==> config.mk <==
export PLATFORM = sky130hd
export DESIGN_NAME = alarm_scheduler
export DESIGN_NICKNAME = d
export VERILOG_FILES = /design/src/rtl/alarm_scheduler.sv
export SDC_FILE = /design/constraint.sdc
export NUM_CORES = 1
export LEC_CHECK = 0
export BUFFER_PORTS_ARGS = -buffer_cell sky130_fd_sc_hd__buf_2
export CAP_MARGIN = 20
export CORE_MARGIN = 5
export CORE_UTILIZATION = 30
export CTS_BUF_LIST = sky130_fd_sc_hd__clkbuf_8
export CTS_CLUSTER_SIZE = 12
export DETAILED_ROUTE_END_ITERATION = 7
export PLACE_DENSITY = 0.48
export REMOVE_ABC_BUFFERS = 1
export SYNTH_ARGS = -nofsm -noshare
export SYNTH_HDL_FRONTEND = slang
export SYNTH_SLANG_ARGS = --single-unit
==> constraint.sdc <==
create_clock -name clk -period 2.29 [get_ports clk]
set_input_delay 0.1145 -clock clk [delete_from_list [all_inputs] [get_ports clk]]
set_output_delay 0.1145 -clock clk [all_outputs]
set_load 0.05 [all_outputs]
==> src/rtl/alarm_scheduler.sv <==
// -----------------------------------------------------------------------------
// alarm_scheduler
//
// Multi-slot alarm scheduler that runs beside the adjustable HMS clock. It
// holds NUM_ALARMS programmable hh:mm slots. When the clock's second rolls
// onto :00 and an enabled slot matches the current hour and minute, the
// scheduler rings. Stop and snooze buttons end the ring or postpone it.
//
// Ports
//   clk, rst         system clock, synchronous active-high reset
//   en_in            scheduler enable; low forces idle and blocks matching
//   bcdHour_in       current hour   (BCD 00..23)
//   bcdMinute_in     current minute (BCD 00..59)
//   bcdSecond_in     current second (BCD 00..59)
//   cfg_we_in        one-cycle slot write strobe
//   cfg_idx_in       slot to write
//   cfg_hour_in      alarm hour   (BCD)
//   cfg_minute_in    alarm minute (BCD)
//   cfg_enable_in    slot enable value to write
//   stopBtn_in       one-cycle stop pulse
//   snoozeBtn_in     one-cycle snooze pulse
//   ring_out         alarm sounding
//   ringIdx_out      slot that caused the current ring/snooze
//   snooze_out       snooze in progress
//   alarmEn_out      per-slot enable bits
//   cfgErr_out       one-cycle pulse on a rejected config write
// -----------------------------------------------------------------------------
module alarm_scheduler #(
  parameter int NUM_ALARMS     = 4,
  parameter int RING_SECONDS   = 60,
  parameter int SNOOZE_MINUTES = 5,
  localparam int IDX_W         = $clog2(NUM_ALARMS)
) (
  input  logic                  clk,
  input  logic                  rst,
  input  logic                  en_in,
  input  logic [7:0]            bcdHour_in,
  input  logic [7:0]            bcdMinute_in,
  input  logic [7:0]            bcdSecond_in,
  input  logic                  cfg_we_in,
  input  logic [IDX_W-1:0]      cfg_idx_in,
  input  logic [7:0]            cfg_hour_in,
  input  logic [7:0]            cfg_minute_in,
  input  logic                  cfg_enable_in,
  input  logic                  stopBtn_in,
  input  logic                  snoozeBtn_in,
  output logic                  ring_out,
  output logic [IDX_W-1:0]      ringIdx_out,
  output logic                  snooze_out,
  output logic [NUM_ALARMS-1:0] alarmEn_out,
  output logic                  cfgErr_out
);

  typedef enum logic [1:0] {
    S_IDLE   = 2'd0,
    S_RING   = 2'd1,
    S_SNOOZE = 2'd2
  } state_t;

  localparam logic [IDX_W:0] NUM_LIM  = (IDX_W + 1)'(NUM_ALARMS);
  localparam logic [7:0]     RING_LIM = 8'(RING_SECONDS);
  localparam logic [9:0]     SNZ_LOAD = 10'(SNOOZE_MINUTES * 60);

  // A BCD byte is legal when its low digit is 0..9 and the whole value does
  // not exceed max_v; max_v (23 or 59) already bounds the high digit.
  function automatic logic bcd_ok(input logic [7:0] v, input logic [7:0] max_v);
    return (v[3:0] <= 4'd9) && (v <= max_v);
  endfunction

  state_t                  state_q, state_d;
  logic [IDX_W-1:0]        ring_idx_q, ring_idx_d;
  logic [7:0]              ring_cnt_q, ring_cnt_d;
  logic [9:0]              snz_cnt_q, snz_cnt_d;
  logic                    ring_q, ring_d;
  logic                    snooze_q, snooze_d;
  logic                    cfg_err_q, cfg_err_d;
  logic [7:0]              sec_prev_q, sec_prev_d;
  logic                    primed_q, primed_d;
  logic [7:0]              slot_hour_q [NUM_ALARMS];
  logic [7:0]              slot_hour_d [NUM_ALARMS];
  logic [7:0]              slot_min_q  [NUM_ALARMS];
  logic [7:0]              slot_min_d  [NUM_ALARMS];
  logic [NUM_ALARMS-1:0]   slot_en_q, slot_en_d;

  logic                    sec_tick;
  logic                    slot_hit;
  logic [IDX_W-1:0]        hit_idx;
  logic                    match;
  logic                    cfg_ok;
  logic                    kill;

  // Second tick: any change of the second value after the priming cycle,
  // so clock adjustments that jump the seconds also count as a tick.
  always_comb begin
    sec_prev_d = bcdSecond_in;
    primed_d   = 1'b1;
    sec_tick   = primed_q && (bcdSecond_in != sec_prev_q);
  end

  // Slot match on the pre-write slot contents; scanning downward leaves the
  // lowest matching index as the winner.
  always_comb begin
    slot_hit = 1'b0;
    hit_idx  = '0;
    for (int i = NUM_ALARMS - 1; i >= 0; i--) begin
      if (slot_en_q[i] && (slot_hour_q[i] == bcdHour_in) &&
          (slot_min_q[i] == bcdMinute_in)) begin
        slot_hit = 1'b1;
        hit_idx  = IDX_W'(i);
      end
    end
    match = sec_tick && (bcdSecond_in == 8'h00) && en_in && slot_hit;
  end

  // Configuration port
  always_comb begin
    cfg_ok = cfg_we_in && bcd_ok(cfg_hour_in, 8'h23) &&
             bcd_ok(cfg_minute_in, 8'h59) && ({1'b0, cfg_idx_in} < NUM_LIM);
    cfg_err_d  = cfg_we_in && !cfg_ok;
    slot_hour_d = slot_hour_q;
    slot_min_d  = slot_min_q;
    slot_en_d   = slot_en_q;
    for (int i = 0; i < NUM_ALARMS; i++) begin
      if (cfg_ok && (cfg_idx_in == IDX_W'(i))) begin
        slot_hour_d[i] = cfg_hour_in;
        slot_min_d[i]  = cfg_minute_in;
        slot_en_d[i]   = cfg_enable_in;
      end
    end
    // Disabling the slot that is currently ringing or snoozing cancels it.
    kill = cfg_ok && !cfg_enable_in && (cfg_idx_in == ring_idx_q) &&
           (state_q != S_IDLE);
  end

  // Ring / snooze state machine
  always_comb begin
    state_d    = state_q;
    ring_idx_d = ring_idx_q;
    ring_cnt_d = ring_cnt_q;
    snz_cnt_d  = snz_cnt_q;
    unique case (state_q)
      S_IDLE: begin
        ring_cnt_d = '0;
        snz_cnt_d  = '0;
        if (match) begin
          state_d    = S_RING;
          ring_idx_d = hit_idx;
        end
      end
      S_RING: begin
        if (stopBtn_in) begin
          state_d = S_IDLE;
        end else if (snoozeBtn_in) begin
          state_d   = S_SNOOZE;
          snz_cnt_d = SNZ_LOAD;
        end else if (sec_tick) begin
          ring_cnt_d = ring_cnt_q + 8'd1;
          if (ring_cnt_d == RING_LIM) begin
            state_d = S_IDLE;
          end
        end
      end
      S_SNOOZE: begin
        if (stopBtn_in) begin
          state_d = S_IDLE;
        end else if (sec_tick) begin
          snz_cnt_d = snz_cnt_q - 10'd1;
          if (snz_cnt_q == 10'd1) begin
            state_d    = S_RING;
            ring_cnt_d = '0;
          end
        end
      end
      default: state_d = S_IDLE;
    endcase
    if (!en_in || kill) begin
      state_d    = S_IDLE;
      ring_cnt_d = '0;
      snz_cnt_d  = '0;
    end
    ring_d   = (state_d == S_RING);
    snooze_d = (state_d == S_SNOOZE);
  end

  // Register stage: state, counters, slots and registered outputs
  always_ff @(posedge clk) begin
    sec_prev_q <= sec_prev_d;
    if (rst) begin
      state_q    <= S_IDLE;
      ring_idx_q <= '0;
      ring_cnt_q <= '0;
      snz_cnt_q  <= '0;
      ring_q     <= 1'b0;
      snooze_q   <= 1'b0;
      cfg_err_q  <= 1'b0;
      primed_q   <= 1'b0;
      slot_en_q  <= '0;
      for (int i = 0; i < NUM_ALARMS; i++) begin
        slot_hour_q[i] <= 8'h00;
        slot_min_q[i]  <= 8'h00;
      end
    end else begin
      state_q     <= state_d;
      ring_idx_q  <= ring_idx_d;
      ring_cnt_q  <= ring_cnt_d;
      snz_cnt_q   <= snz_cnt_d;
      ring_q      <= ring_d;
      snooze_q    <= snooze_d;
      cfg_err_q   <= cfg_err_d;
      primed_q    <= primed_d;
      slot_en_q   <= slot_en_d;
      slot_hour_q <= slot_hour_d;
      slot_min_q  <= slot_min_d;
    end
  end

  assign ring_out    = ring_q;
  assign snooze_out  = snooze_q;
  assign ringIdx_out = ring_idx_q;
  assign alarmEn_out = slot_en_q;
  assign cfgErr_out  = cfg_err_q;

endmodule

==> impl_metrics.py <==
metrics = {
    "outcome": {
        "status": "complete, no violations",
    },
    "sta": {
        "fin_crit_ns": 2.13,
        "tightest_slew_ns": 0.741,
        "final-setup-viol-count": 0,
        "max_slew_margin_pct": 50.6,
        "hold_ws_ns": 0.0243,
        "fin_setup_tns_ns": 0,
        "final.period_utilization_pct": 92.9,
        "drv_slew": 0,
        "rsz0062_at_grt": "no",
        "final_hold_viol_count": 0,
        "fmaxAchievable_mhz": 470,
        "finalClockSkew_ns": 0.0136,
    },
    "synthesis": {
        "synth_edf_count": 0,
        "yosys.cell_types.count": 48,
        "syn-cell-area_mm2": 0.00496,
        "postSynthCellCount": 518,
        "synthFlopType": "dfxtp_1",
        "yosys_warnings": 0,
        "syn_area_per_cell_um2": 9.58,
        "postSynth.asyncResetShare_pct": 0,
        "synth-seq-area-share_pct": 41.1,
        "ys_ff_latch": 102,
    },
    "drt": {
        "wl_per_cell_um": 15.6,
        "first_iter_violations": 169,
        "firstDrtPassIters": 6,
        "via_count": 3798,
        "detail-route-antenna-nets": 0,
        "drc": 0,
        "wl_mm": 12.5,
        "vias_per_cell": 4.71,
    },
    "place": {
        "dp.cells": 776,
        "gp_congestion": 0.735,
        "port_buffers": 57,
        "hpwl_mm": 9.01,
    },
    "global_route": {
        "overflow": 0,
        "grt_max_degree": 69,
        "antenna_found_initial": 0,
        "grt_usage_pct": 13.2,
        "grt_pass1_vias": 3840,
        "grt_pass1_wl_mm": 20.4,
    },
    "cts": {
        "numCtsBuffers": 9,
        "cts_tree": "yes",
        "clockBufferDepth": 2,
        "clock-sinks": 102,
        "clk_latency_ns": 0.38,
        "htreeDepth": 3,
        "clk_pin_slew_ns": 0.10,
        "root_buffer": "clkbuf_8",
    },
    "critical_path": {
        "criticalPathCategory": "register to register",
        "worstSetupStartpointType": "register",
        "crit_start": "slot_min_q[26]$_SDFFE_PP0P_",
        "critical_path_arrival_ns": 2.41,
        "r2r-start": "slot_min_q[26]$_SDFFE_PP0P_",
        "cp.required_ns": 2.58,
        "critPathMaxFanout": 3,
        "cp-end-kind": "register",
    },
    "die": {
        "io_pins": 58,
        "core_mm2": 0.0164,
        "die_w_um": 139,
        "die_h_um": 139,
        "start_util_pct": 30.3,
        "die_area_mm2": 0.0192,
        "row_count": 47,
    },
    "final_layout": {
        "nFillCells": 1698,
        "drive_gt1_share_pct": 17.3,
        "fin_cells": 806,
        "syn_to_final_growth_pct": 16.7,
        "nNetsFinal": 637,
    },
    "flow_run": {
        "cap_violations": 0,
    },
    "hold_path": {
        "hold_path_class": "input port to register",
        "worstHoldStart": "cfg_minute_in[4]",
    },
    "power_and_ir_drop": {
        "power.leakage_nw": 2.18,
        "vdd_drop_max_v": 0.000293,
        "finalPower_w": 0.00325,
        "p_per_area_mw_per_mm2": 560,
    },
}
==> path summary, 6_finish.rpt <==
path	to	cells after the start	slack, ns
setup / recovery	ring_out$_SDFF_PP0_	7	0.16
hold / removal	slot_min_q[4]$_SDFFE_PP0P_	3	0.02
setup reg to reg	ring_out$_SDFF_PP0_	7	0.16
hold reg to reg	snz_cnt_q[8]$_SDFFE_PP0P_	2	0.49
==> registers in the layout, indices dropped and copies added, names as in the netlist <==
name         cells
snz_cnt_q       10
primed_q         1
ringIdx_out      2
ring_out         1
state_q          2
cfgErr_out       1
sec_prev_q       8
slot_hour_q     32
slot_min_q      32
alarmEn_out      4
ring_cnt_q       8
snooze_out       1
==> per-stage QoR <==
stage	util (%)	setup slack [ns]	cell area, um^2
after detailed placement	33.2	0.0923	5440
after global placement	33.2	0.103	5440
after global routing	35.3	0.0370	5790
after floorplan	-	-0.133	4750
after CTS	35.1	0.0422	5750
final	35.3	0.163	5790
==> worst max-delay path, cell delays in order, from the launching register on <==
cell	delay [ns]
dfxtp_1	0.33
xnor2_1	0.24
nand4_1	0.12
nor3_1	0.31
nand4_1	0.24
a41oi_1	0.30
o221a_2	0.25
nor4b_1	0.23
==> area by class of cell <==
| class | instances | area [um^2] | share of cell area [%] |
|---|---|---|---|
| multi-input cells | 376 | 2700 | 46.6 |
| inverters | 9 | 33.8 | 0.583 |
| clock inverters | 7 | 77.6 | 1.34 |
| diodes | 1 | 2.50 | 0.0432 |
| repair buffers | 82 | 538 | 9.29 |
| flip-flops and latches | 102 | 2040 | 35.3 |
| clock buffers | 9 | 124 | 2.14 |
| well taps | 220 | 275 | 4.75 |
==> Yosys cell counts (all sizes together), types with 4 or more instances <==
| master | n | area share (%) |
|---|---|---|
| nand3 | 12 | 1.3 |
| nor4 | 7 | 0.88 |
| nand2b | 8 | 1.0 |
| a311oi | 5 | 0.88 |
| mux2i | 56 | 11 |
| nor3 | 11 | 1.1 |
| nor4b | 4 | 0.71 |
| nor2 | 71 | 5.5 |
| nand4 | 19 | 2.4 |
| o21ai | 14 | 1.4 |
| xnor2 | 62 | 11 |
| dfxtp | 102 | 41 |
| and3 | 6 | 0.76 |
| ha | 8 | 2.0 |
| nand2 | 19 | 1.6 |
| clkbuf | 21 | 2.0 |
| inv | 9 | 0.68 |
| xor2 | 19 | 3.4 |
| nor3b | 12 | 1.9 |
| buf | 10 | 2.4 |
| a21oi | 15 | 1.5 |
==> layout by cell type (no fill, tap or decap), types with 7 or more instances in the layout <==
cell type | synthesis | routed
a21oi_1 | 15 | 14
buf_2 | 2 | 57
buf_4 | 0 | 11
clkbuf_8 | 2 | 9
dfxtp_1 | 102 | 101
dlygate4sd3_1 | 0 | 11
ha_1 | 8 | 7
inv_1 | 9 | 9
mux2i_1 | 56 | 56
nand2_1 | 18 | 18
nand2b_1 | 8 | 8
nand3_1 | 11 | 10
nand4_1 | 19 | 19
nor2_1 | 70 | 70
nor3_1 | 11 | 11
nor3b_1 | 11 | 11
nor4_1 | 7 | 7
o21ai_0 | 14 | 13
xnor2_1 | 62 | 62
xor2_1 | 19 | 19
==> power by group <==
group          switching (W)  internal, W  total, W  leakage, nW
Sequential        0.00000522      0.00178   0.00179        0.825
Combinational       0.000144     0.000106  0.000250         1.25
Clock               0.000685     0.000522   0.00121        0.106
==> metal layers <==
metal	global-route usage [%]	vias to the layer above	wire, um
met5	0	-	0
met4	3.81	0	161
met3	3.24	10	403
met2	21.0	67	5780
met1	17.8	1804	6200
li1	-	1917	-
==> cell families after synthesis <==
group	after synthesis	synth area share, %
xor gates and xnor gates	81	14.3
adders and majority gates	8	2.02
buffers and inverters	40	5.07
muxes	56	11.3
DFF	102	41.1
AOI/OAI and AO/OA	53	7.64
and+or+nand+nor	178	18.6
==> repair_timing <==
| action | in CTS | in global routing |
|---|---|---|
| hold buffers | 11 | 0 |
| gates resized for setup | 0 | 7 |
| setup endpoints to repair | 0 | 30 |
| hold endpoints to repair | 12 | 0 |
| setup buffers | 0 | 2 |
Note: power is estimated with default switching activity, not from simulation.
